$ cat src/rtl/cpu_bus_pkg.sv
// Shared types and constants for the CPU memory-mapped bus master.
// Holds the FSM state encoding, BRAM select codes and bus field widths.
package cpu_bus_pkg;

  localparam int ADDR_WIDTH = 14;
  localparam int DATA_WIDTH = 16;

  localparam logic [1:0] BRAM_SELECT_CONTROLLER = 2'd0;
  localparam logic [1:0] BRAM_SELECT_MOD        = 2'd1;
  localparam logic [1:0] BRAM_SELECT_NORMAL     = 2'd2;
  localparam logic [1:0] BRAM_SELECT_STM        = 2'd3;

  typedef enum logic [2:0] {
    IDLE,
    SETUP,
    STROBE,
    HOLD,
    TURN
  } bus_state_t;

  function automatic int max_of4(input int a, input int b, input int c, input int d);
    int m;
    m = a;
    if (b > m) m = b;
    if (c > m) m = c;
    if (d > m) m = d;
    return m;
  endfunction

endpackage

$ cat src/rtl/cpu_bus_master.sv
// Valid/ready request stream to CPU bus cycles (setup/strobe/hold/turn), all bus outputs registered.
// Latency: write accept->WE0_N low 1+SETUP, read accept->RSP_VALID 1+SETUP+STROBE; REQ_READY only in IDLE.
module cpu_bus_master
  import cpu_bus_pkg::*;
#(
  parameter int SETUP_CYCLES  = 1,
  parameter int STROBE_CYCLES = 2,
  parameter int HOLD_CYCLES   = 1,
  parameter int TURN_CYCLES   = 1
) (
  input  logic                  CLK,
  input  logic                  RESET_N,
  input  logic                  REQ_VALID,
  output logic                  REQ_READY,
  input  logic                  REQ_WRITE,
  input  logic [1:0]            REQ_SELECT,
  input  logic [ADDR_WIDTH-1:0] REQ_ADDR,
  input  logic [DATA_WIDTH-1:0] REQ_WDATA,
  output logic                  RSP_VALID,
  output logic [DATA_WIDTH-1:0] RSP_RDATA,
  output logic [15:0]           CPU_ADDR,
  output logic [DATA_WIDTH-1:0] CPU_DATA_O,
  output logic                  CPU_DATA_OE,
  input  logic [DATA_WIDTH-1:0] CPU_DATA_I,
  output logic                  CPU_CS1_N,
  output logic                  CPU_WE0_N,
  output logic                  CPU_RD_N,
  output logic                  CPU_RDWR,
  output logic                  BUSY
);

  localparam int MAX_CYCLES = max_of4(SETUP_CYCLES, STROBE_CYCLES, HOLD_CYCLES, TURN_CYCLES);
  localparam int CNT_W      = $clog2(MAX_CYCLES + 1);

  localparam logic [CNT_W-1:0] SETUP_LOAD  = CNT_W'(SETUP_CYCLES - 1);
  localparam logic [CNT_W-1:0] STROBE_LOAD = CNT_W'(STROBE_CYCLES - 1);
  localparam logic [CNT_W-1:0] HOLD_LOAD   = CNT_W'(HOLD_CYCLES - 1);
  localparam logic [CNT_W-1:0] TURN_LOAD   = CNT_W'(TURN_CYCLES - 1);
  localparam bit               HAS_HOLD    = (HOLD_CYCLES > 0);
  localparam bit               HAS_TURN    = (TURN_CYCLES > 0);

  bus_state_t            state_q, state_d;
  logic [CNT_W-1:0]      cnt_q, cnt_d;
  logic                  ready_q, ready_d;
  logic                  cs_n_q, cs_n_d;
  logic                  we_n_q, we_n_d;
  logic                  rd_n_q, rd_n_d;
  logic                  rdwr_q, rdwr_d;
  logic [15:0]           addr_q, addr_d;
  logic [DATA_WIDTH-1:0] data_o_q, data_o_d;
  logic                  data_oe_q, data_oe_d;
  logic                  rsp_valid_q, rsp_valid_d;
  logic [DATA_WIDTH-1:0] rsp_rdata_q, rsp_rdata_d;
  logic                  cnt_done;
  bus_state_t            after_hold;

  assign cnt_done = (cnt_q == '0);
  // rdwr_q doubles as the latched direction: only reads pass through TURN.
  assign after_hold = (rdwr_q && HAS_TURN) ? TURN : IDLE;

  always_comb begin
    state_d     = state_q;
    cnt_d       = cnt_q;
    cs_n_d      = cs_n_q;
    we_n_d      = we_n_q;
    rd_n_d      = rd_n_q;
    rdwr_d      = rdwr_q;
    addr_d      = addr_q;
    data_o_d    = data_o_q;
    data_oe_d   = data_oe_q;
    rsp_valid_d = 1'b0;
    rsp_rdata_d = rsp_rdata_q;

    case (state_q)
      IDLE: begin
        if (REQ_VALID && ready_q) begin
          state_d   = SETUP;
          cnt_d     = SETUP_LOAD;
          addr_d    = {REQ_SELECT, REQ_ADDR};
          data_o_d  = REQ_WDATA;
          rdwr_d    = ~REQ_WRITE;
          data_oe_d = REQ_WRITE;
          cs_n_d    = 1'b0;
        end
      end
      SETUP: begin
        if (cnt_done) begin
          state_d = STROBE;
          cnt_d   = STROBE_LOAD;
          we_n_d  = rdwr_q;
          rd_n_d  = ~rdwr_q;
        end else begin
          cnt_d = cnt_q - CNT_W'(1);
        end
      end
      STROBE: begin
        if (cnt_done) begin
          we_n_d = 1'b1;
          rd_n_d = 1'b1;
          if (rdwr_q) begin
            rsp_valid_d = 1'b1;
            rsp_rdata_d = CPU_DATA_I;
          end
          if (HAS_HOLD) begin
            state_d = HOLD;
            cnt_d   = HOLD_LOAD;
          end else begin
            state_d   = after_hold;
            cnt_d     = TURN_LOAD;
            cs_n_d    = 1'b1;
            data_oe_d = 1'b0;
          end
        end else begin
          cnt_d = cnt_q - CNT_W'(1);
        end
      end
      HOLD: begin
        if (cnt_done) begin
          state_d   = after_hold;
          cnt_d     = TURN_LOAD;
          cs_n_d    = 1'b1;
          data_oe_d = 1'b0;
        end else begin
          cnt_d = cnt_q - CNT_W'(1);
        end
      end
      TURN: begin
        if (cnt_done) begin
          state_d = IDLE;
        end else begin
          cnt_d = cnt_q - CNT_W'(1);
        end
      end
      default: state_d = IDLE;
    endcase

    ready_d = (state_d == IDLE);
  end

  always_ff @(posedge CLK or negedge RESET_N) begin
    if (!RESET_N) begin
      state_q     <= IDLE;
      cnt_q       <= '0;
      ready_q     <= 1'b0;
      cs_n_q      <= 1'b1;
      we_n_q      <= 1'b1;
      rd_n_q      <= 1'b1;
      rdwr_q      <= 1'b1;
      addr_q      <= '0;
      data_o_q    <= '0;
      data_oe_q   <= 1'b0;
      rsp_valid_q <= 1'b0;
      rsp_rdata_q <= '0;
    end else begin
      state_q     <= state_d;
      cnt_q       <= cnt_d;
      ready_q     <= ready_d;
      cs_n_q      <= cs_n_d;
      we_n_q      <= we_n_d;
      rd_n_q      <= rd_n_d;
      rdwr_q      <= rdwr_d;
      addr_q      <= addr_d;
      data_o_q    <= data_o_d;
      data_oe_q   <= data_oe_d;
      rsp_valid_q <= rsp_valid_d;
      rsp_rdata_q <= rsp_rdata_d;
    end
  end

  assign REQ_READY   = ready_q;
  assign RSP_VALID   = rsp_valid_q;
  assign RSP_RDATA   = rsp_rdata_q;
  assign CPU_ADDR    = addr_q;
  assign CPU_DATA_O  = data_o_q;
  assign CPU_DATA_OE = data_oe_q;
  assign CPU_CS1_N   = cs_n_q;
  assign CPU_WE0_N   = we_n_q;
  assign CPU_RD_N    = rd_n_q;
  assign CPU_RDWR    = rdwr_q;
  assign BUSY        = (state_q != IDLE);

endmodule

$ cat config.mk
export PLATFORM = sky130hd
export DESIGN_NAME = cpu_bus_master
export DESIGN_NICKNAME = d
export VERILOG_FILES = /design/src/rtl/cpu_bus_pkg.sv /design/src/rtl/cpu_bus_master.sv
export SDC_FILE = /design/constraint.sdc
export NUM_CORES = 1
export LEC_CHECK = 0
export CORE_MARGIN = 3
export CORE_UTILIZATION = 30
export CTS_BUF_LIST = sky130_fd_sc_hd__clkbuf_4 sky130_fd_sc_hd__clkbuf_8
export CTS_CLUSTER_SIZE = 28
export DETAILED_ROUTE_END_ITERATION = 10
export MAX_ROUTING_LAYER = met4
export PLACE_DENSITY = 0.7
export SETUP_SLACK_MARGIN = 0.15
export SLEW_MARGIN = 20
export SYNTH_ARGS = -nofsm -noshare
export SYNTH_HDL_FRONTEND = slang
export SYNTH_SLANG_ARGS = --single-unit
$ cat constraint.sdc
create_clock -name CLK -period 2.1 [get_ports CLK]
set_clock_uncertainty 0.1 [all_clocks]
set_input_delay 0.21 -clock CLK [delete_from_list [all_inputs] [get_ports CLK]]
set_output_delay 0.21 -clock CLK [all_outputs]
set_load 0.05 [all_outputs]
==> results of run 1 <==
==> per-layer routing <==
layer / track usage [%] / vias to the layer above
met4: 3.32 / 0
met1: 15.6 / 857
li1: - / 848
met2: 18.1 / 73
met3: 5.77 / 6
met5: - / -
==> area by class of cell <==
type	instances	area share, %
Clock inverter	5	1.31
Clock buffer	11	3.46
Tap cell	105	3.27
Inverter	7	0.654
Timing Repair Buffer	114	28.7
Multi-Input combinational cell	99	25.1
Sequential cell	60	37.5
==> kinds of logic (layout without fill, tap and decap cells) <==
logic type | Yosys count | count (layout)
multiplexers | 50 | 50
XOR/XNOR | 1 | 1
AND/OR/NAND/NOR | 26 | 26
flip-flops | 60 | 60
AO/OA/AOI/OAI | 18 | 18
adder cells (fa/ha/maj) | 4 | 4
buffers and inverters | 18 | 137
==> sequential cells by signal, summed over array words and instances, names as in the netlist <==
| register | flops |
|---|---|
| state_q | 3 |
| CPU_WE0_N | 1 |
| REQ_READY | 1 |
| RSP_VALID | 1 |
| CPU_CS1_N | 1 |
| CPU_ADDR | 16 |
| CPU_RD_N | 1 |
| CPU_DATA_O | 16 |
| CPU_RDWR | 1 |
| CPU_DATA_OE | 1 |
| cnt_q | 2 |
| RSP_RDATA | 16 |
==> through the flow <==
step	area, um2	hold slack [ps]
after floorplan	2660	-186
after detailed placement	3820	150
after global placement	3820	146
after global routing	4020	336
after CTS	4020	326
final	4020	323
==> layout by cell type (no fill, tap or decap), drive strengths merged, types with 2 or more instances in the layout <==
master and n:
ha 4, o21ai 5, inv 7, o22a 2, nand3 2, dfstp 4, nand2 7, mux2i 2
a21oi 4, clkdlybuf4s50 101, clkinv 3, dlygate4sd2 4, nand3b 3, nor2 5, and3b 2, dfrtp 56
mux2 48, buf 8, clkbuf 11, o21a 2, nor3 3
==> how the worst max path moves through the flow <==
stage          cells past startpoint  slack [ps]       endpoint  startpoint
5_1_grt                            1         180      REQ_READY   REQ_READY
6_report                           1         260      REQ_READY   REQ_READY
3_5_place_dp                       6         300   RSP_RDATA[4]    cnt_q[0]
2_1_floorplan                      4         260   RSP_RDATA[0]    CPU_RDWR
3_3_place_gp                       4         330  CPU_DATA_O[2]   REQ_VALID
4_1_cts                            1         230      REQ_READY   REQ_READY
==> what timing repair did <==
item	CTS	global route
hold endpoints to repair	56	0
endpoints found under the setup margin	4	0
resized for setup	4	0
hold buffers	1	0
==> reports/qor.json, run 1 <==
{
  "run_status": {"value": "finished clean"},
  "postSynthNetCount": {"value": 233},
  "synth_top_family_by_area": {"value": "multiplexers"},
  "yosys-top-cells-area": {"value": "dfrtp_1 53%, mux2_4 15%, mux2_2 5.1%, dfstp_2 4.0%, mux2_1 3.8%"},
  "reg2reg_slack": {"value": 290, "unit": "ps"},
  "initial_antenna_violation_count": {"value": 0},
  "sequential_cell_area": {"value": 1510, "unit": "um2"},
  "timing.fmax": {"value": 0.544, "unit": "GHz"},
  "synth.avg_cell_area": {"value": 15.0, "unit": "um2"},
  "period_needed": {"value": 1840, "unit": "ps"},
  "dp_hpwl": {"value": 4.05, "unit": "mm"},
  "synth.distinct_cells": {"value": 36},
  "timing.max_slew.rel_slack": {"value": 57.9, "unit": "%"},
  "worst_path_dominant_cell_family": {"value": "buffers and inverters"},
  "io_pins": {"value": 108},
  "post_synth_xor_area_fraction": {"value": 0.330, "unit": "%"},
  "worst_setup_path_start_kind": {"value": "flip-flop"},
  "cts_root_buf": {"value": "clkbuf_8"},
  "share_of_synthesized_cell_area_in_full_adder_half_adder_and_majority_cells": {"value": 1.88, "unit": "%"},
  "max_slew.worst_pin.slew": {"value": 615, "unit": "ps"},
  "worstPathCellList": {"value": "clkdlybuf4s50_1"},
  "grt_max_degree": {"value": 61},
  "nets": {"value": 347},
  "multi_input_comb_area": {"value": 1010, "unit": "um2"},
  "met2_length": {"value": 2.62, "unit": "mm"},
  "crit_path_max_incr_delay": {"value": 820, "unit": "ps"},
  "cts_inserted_buffers": {"value": 9},
  "final_worst_setup_slack": {"value": 262, "unit": "ps"},
  "core-area": {"value": 8420, "unit": "um2"},
  "fin_tns_setup": {"value": 0, "unit": "ps"},
  "synth_mux_area_share": {"value": 24.9, "unit": "%"},
  "routed-wl-met3": {"value": 533, "unit": "um"},
  "postSynth.topFlopCell": {"value": "dfrtp_1"},
  "drv_cap": {"value": 0},
  "highest_fanout_seen_on_the_critical_path": {"value": 4},
  "synth_compound_gate_area_share": {"value": 4.43, "unit": "%"},
  "layout.cells.non_filler": {"value": 401},
  "via_count_of_the_first_global_routing_pass": {"value": 1930},
  "dr.first_iter.drc_count": {"value": 55},
  "placed_cells": {"value": 384},
  "clk_pin_slew_worst_paths": {"value": 70, "unit": "ps"},
  "synth_top_area_share": {"value": 52.8, "unit": "%"},
  "placement.setup.worst_slack": {"value": 303, "unit": "ps"},
  "clock_tree.htree_level_count": {"value": 3},
  "synthToLayoutAreaGrowth": {"value": 51.2, "unit": "%"},
  "total_routing_usage_reported_by_global_routing": {"value": 12.4, "unit": "%"},
  "worst_path_max_delay_cell": {"value": "clkdlybuf4s50_1"},
  "worst-path-buf-inv": {"value": 1},
  "grt_first_pass_wirelength": {"value": 9.54, "unit": "mm"},
  "numPortBuffers": {"value": 107},
  "fill_cells": {"value": 776},
  "critPathKind": {"value": "flip-flop to output port"},
  "postSynthRegisterBits": {"value": 60},
  "drive_above_1_share": {"value": 24.3, "unit": "%"},
  "synth_area": {"value": 2660, "unit": "um2"},
  "cts_post_setup_buffers_inserted": {"value": 0},
  "hp-class": {"value": "primary input to asynchronous set/reset pin"},
  "clock_sinks": {"value": 60},
  "synthCells": {"value": 177},
  "clkLatencyLatePin": {"value": 330, "unit": "ps"},
  "globalRoute.totalOverflow": {"value": 0},
  "worst-endpoint-required": {"value": 1790, "unit": "ps"},
  "worst_r2r_startpoint": {"value": "cnt_q[0]"},
  "final_count_of_pins_violating_max_slew": {"value": 0},
  "period_utilization": {"value": 87.5, "unit": "%"},
  "drt_pass1_iterations": {"value": 4},
  "die-area": {"value": 10000, "unit": "um2"},
  "rr_worst_depth": {"value": 6},
  "dr.max_layer_used": {"value": "met4"},
  "ctsLongestPathBuffers": {"value": 2},
  "setup_violations": {"value": 0},
  "final_weighted_congestion_in_routability_driven_placement": {"value": 0.723},
  "antenna-diode-count": {"value": 0},
  "drt.antenna.violating_nets": {"value": 0},
  "synth_area_leader_cell": {"value": "dfrtp_1"},
  "hold_violations": {"value": 0},
  "grt_setup_unrepaired": {"value": "no"},
  "timing.critical_path.arrival": {"value": 1530, "unit": "ps"},
  "synth_edf_count": {"value": 0},
  "num_rows": {"value": 33},
  "ys_top_cells_by_count": {"value": "56 x dfrtp_1, 27 x mux2_4, 12 x mux2_2, 9 x mux2_1, 7 x nand2_1"},
  "regToRegEndpoint": {"value": "RSP_RDATA[14]"},
  "tritoncts": {"value": "built"},
  "synth_simple_gate_area_share": {"value": 6.36, "unit": "%"},
  "die_w": {"value": 100, "unit": "um"},
  "total_via_count_after_detailed_routing": {"value": 1784},
  "drc": {"value": 0},
  "worst_setup_path_end_kind": {"value": "output port"},
  "die_y": {"value": 100, "unit": "um"},
  "final_core_utilization": {"value": 47.7, "unit": "%"},
  "async_flop_share": {"value": 100, "unit": "%"},
  "drt-wirelength-per-cell": {"value": 14.5, "unit": "um"},
  "post_drt_via_cell_ratio": {"value": 4.45},
  "detail_route.wirelength.met1": {"value": 2.60, "unit": "mm"},
  "starting_utilization_of_the_core_area": {"value": 31.5, "unit": "%"},
  "synth_sequential_area_ratio": {"value": 56.7, "unit": "%"},
  "synth_most_common_cell": {"value": "dfrtp_1"},
  "yosysWarningCount": {"value": 0},
  "wirelength": {"value": 5.81, "unit": "mm"}
}
Power of run 1 is not shown: default switching activity piles up to over one toggle a cycle in this logic, so the estimate is an artifact.
==> run 2: changes to the inputs <==
CELL_PAD_IN_SITES_DETAIL_PLACEMENT = 1   (was not set)
CELL_PAD_IN_SITES_GLOBAL_PLACEMENT = 2   (was not set)
CORE_UTILIZATION = 29   (was 30)
PLACE_DENSITY = 0.93   (was 0.7)
==> run 2 against run 1 <==
  * Sequential share of layout area is 0.35 points lower
  * Routed wire length is 17% higher
  * Final cell count is 1.2% higher
  * Global-route usage is 1.6 points higher
  * First-iteration DRC count is 64% lower
  * Design area is 0.93% higher
  * Fmax is 1.5% lower
  * Register-to-register slack hardly changed
==> reports/qor.json, run 2 (synthesis results as in run 1) <==
{
  "power.density_cell_area": {"value": 1980, "unit": "nW/um2"},
  "clock_sinks": {"value": 60},
  "power.net_switching": {"value": 3.72, "unit": "mW"},
  "nets": {"value": 349},
  "run_status": {"value": "finished clean"},
  "worst_setup_path_start_kind": {"value": "flip-flop"},
  "post_drt_via_cell_ratio": {"value": 4.59},
  "pwr-share-clk": {"value": 14.8, "unit": "%"},
  "hp-class": {"value": "primary input to asynchronous set/reset pin"},
  "mostFrequentLayoutCell": {"value": "clkdlybuf4s50_1"},
  "synthToLayoutAreaGrowth": {"value": 52.6, "unit": "%"},
  "clock_tree.htree_level_count": {"value": 3},
  "final_design_area_no_fill": {"value": 4050, "unit": "um2"},
  "drv_cap": {"value": 0},
  "total_routing_usage_reported_by_global_routing": {"value": 14.0, "unit": "%"},
  "critPathKind": {"value": "flip-flop to output port"},
  "p_leak": {"value": 1.73, "unit": "nW"},
  "final_weighted_congestion_in_routability_driven_placement": {"value": 0.750},
  "worst_path_max_delay_cell": {"value": "clkdlybuf4s50_1"},
  "final_count_of_pins_violating_max_slew": {"value": 0},
  "drc": {"value": 0},
  "layout.cells.most_common_list": {"value": "101 x clkdlybuf4s50_1, 56 x dfrtp_1, 27 x mux2_4, 12 x mux2_2"},
  "clk_pin_slew_worst_paths": {"value": 80, "unit": "ps"},
  "num_rows": {"value": 34},
  "core-area": {"value": 8810, "unit": "um2"},
  "p_sw_share": {"value": 46.4, "unit": "%"},
  "hold_violations": {"value": 0},
  "timing.critical_path.arrival": {"value": 1560, "unit": "ps"},
  "globalRoute.totalOverflow": {"value": 0},
  "crit_path_max_incr_delay": {"value": 820, "unit": "ps"},
  "max_slew.worst_pin.slew": {"value": 551, "unit": "ps"},
  "cts_root_buf": {"value": "clkbuf_8"},
  "worst_ir_drop_vdd": {"value": 0.000774, "unit": "V"},
  "total_via_count_after_detailed_routing": {"value": 1862},
  "period_utilization": {"value": 88.9, "unit": "%"},
  "worst-endpoint-required": {"value": 1790, "unit": "ps"},
  "placement.setup.worst_slack": {"value": 279, "unit": "ps"},
  "period_needed": {"value": 1870, "unit": "ps"},
  "seq_power_share": {"value": 26.4, "unit": "%"},
  "highest_fanout_seen_on_the_critical_path": {"value": 4},
  "timing.fmax": {"value": 0.536, "unit": "GHz"},
  "drt_pass1_iterations": {"value": 4},
  "drive_above_1_share": {"value": 25.8, "unit": "%"},
  "worstPathCellList": {"value": "clkdlybuf4s50_1"},
  "via_count_of_the_first_global_routing_pass": {"value": 2077},
  "worst_path_dominant_cell_family": {"value": "buffers and inverters"},
  "die_y": {"value": 102, "unit": "um"},
  "dr.first_iter.drc_count": {"value": 20},
  "timing.max_slew.rel_slack": {"value": 62.3, "unit": "%"},
  "starting_utilization_of_the_core_area": {"value": 30.2, "unit": "%"},
  "worst_setup_path_end_kind": {"value": "output port"},
  "grt_first_pass_wirelength": {"value": 10.8, "unit": "mm"},
  "clkLatencyLatePin": {"value": 340, "unit": "ps"},
  "grt_max_degree": {"value": 27},
  "die-area": {"value": 10300, "unit": "um2"},
  "io_pins": {"value": 108},
  "p_int": {"value": 4.29, "unit": "mW"},
  "cts_post_setup_buffers_inserted": {"value": 0},
  "antenna-diode-count": {"value": 0},
  "dp_hpwl": {"value": 5.08, "unit": "mm"},
  "final_worst_setup_slack": {"value": 234, "unit": "ps"},
  "wirelength": {"value": 6.82, "unit": "mm"},
  "rr_worst_depth": {"value": 6},
  "dpl_cell_area": {"value": 3820, "unit": "um2"},
  "worst-path-buf-inv": {"value": 1},
  "drt-wirelength-per-cell": {"value": 16.8, "unit": "um"},
  "die_w": {"value": 102, "unit": "um"},
  "grt_setup_unrepaired": {"value": "no"},
  "worst-path-stages": {"value": 1},
  "drt.antenna.violating_nets": {"value": 0},
  "ctsLongestPathBuffers": {"value": 2},
  "tritoncts": {"value": "built"},
  "cts_inserted_buffers": {"value": 9},
  "power.share.combinational": {"value": 58.8, "unit": "%"},
  "setup_violations": {"value": 0},
  "initial_antenna_violation_count": {"value": 0},
  "numPortBuffers": {"value": 107},
  "fin_tns_setup": {"value": 0, "unit": "ps"},
  "final_core_utilization": {"value": 46.0, "unit": "%"}
}
[run 2: cell types whose count changed in the layout (fill, tap and decap cells not counted), moves of 2 or more]
cell and delta:
buf_4 +5, clkbuf_4 -2, clkinv_2 -2, dlygate4sd2_1 -2, inv_6 +2
[run 2: timing repair]
| item | in CTS | in global routing |
|---|---|---|
| endpoints found under the setup margin | 2 | 1 |
| hold buffers | 1 | 0 |
| resized for setup | 2 | 1 |
| pin swaps | 0 | 0 |
| endpoints found under the hold margin | 20 | 0 |
[run 2: through the flow]
| step | cells | power [mW] | hold WS [ps] |
|---|---|---|---|
| 2_1_floorplan | 177 | 5.36 | -186 |
| 3_5_place_dp | 389 | 6.90 | 101 |
| 4_1_cts | 406 | 8.11 | 274 |
| 5_1_grt | 406 | 8.43 | 323 |
| 3_3_place_gp | 389 | 6.79 | 95.8 |
| 6_report | 406 | 8.01 | 261 |
[run 2: path summary, 6_finish.rpt]
path	end	slack [ps]	start
setup / recovery	REQ_READY	230	REQ_READY
hold / removal	CPU_DATA_O[13]	260	RESET_N
setup reg to reg	RSP_RDATA[4]	300	cnt_q[0]
hold reg to reg	CPU_CS1_N	390	CPU_CS1_N
max in group asynchronous	CPU_ADDR[7]	910	RESET_N
min in group CLK	CPU_RDWR	350	REQ_WRITE
[run 2: layout make-up]
type | instances | area [um2]
Tap cell | 108 | 135
Clock buffer | 9 | 124
Clock inverter | 7 | 98.8
Fill cell | 910 | 4750
Inverter | 7 | 26.3
Sequential cell | 60 | 1510
Timing Repair Buffer | 116 | 1150
Multi-Input combinational cell | 99 | 1010
[run 2: metal layers]
layer	global-route usage [%]	wire (um)	vias to the layer above
met5	-	0	-
met4	3.99	62	0
met3	4.41	537	6
met2	22.1	3260	77
met1	17.3	2960	926
li1	-	-	853
[run 2: power by group through the flow]
stage          combinational (mW)  sequential [mW]  clock (mW)
2_1_floorplan                1.42             3.95           0
3_3_place_gp                 4.70             2.09           0
3_5_place_dp                 4.76             2.14           0
4_1_cts                      4.77             2.12        1.21
5_1_grt                      4.95             2.20        1.29
6_report                     4.71             2.11        1.19
(Power assumes the default switching activity.)
==> run 3: changes to the inputs <==
CTS_CLUSTER_SIZE = 30   (was 28)
==> results of run 3 <==
No change in the layout: final DEF, timing and power equal those of run 2.
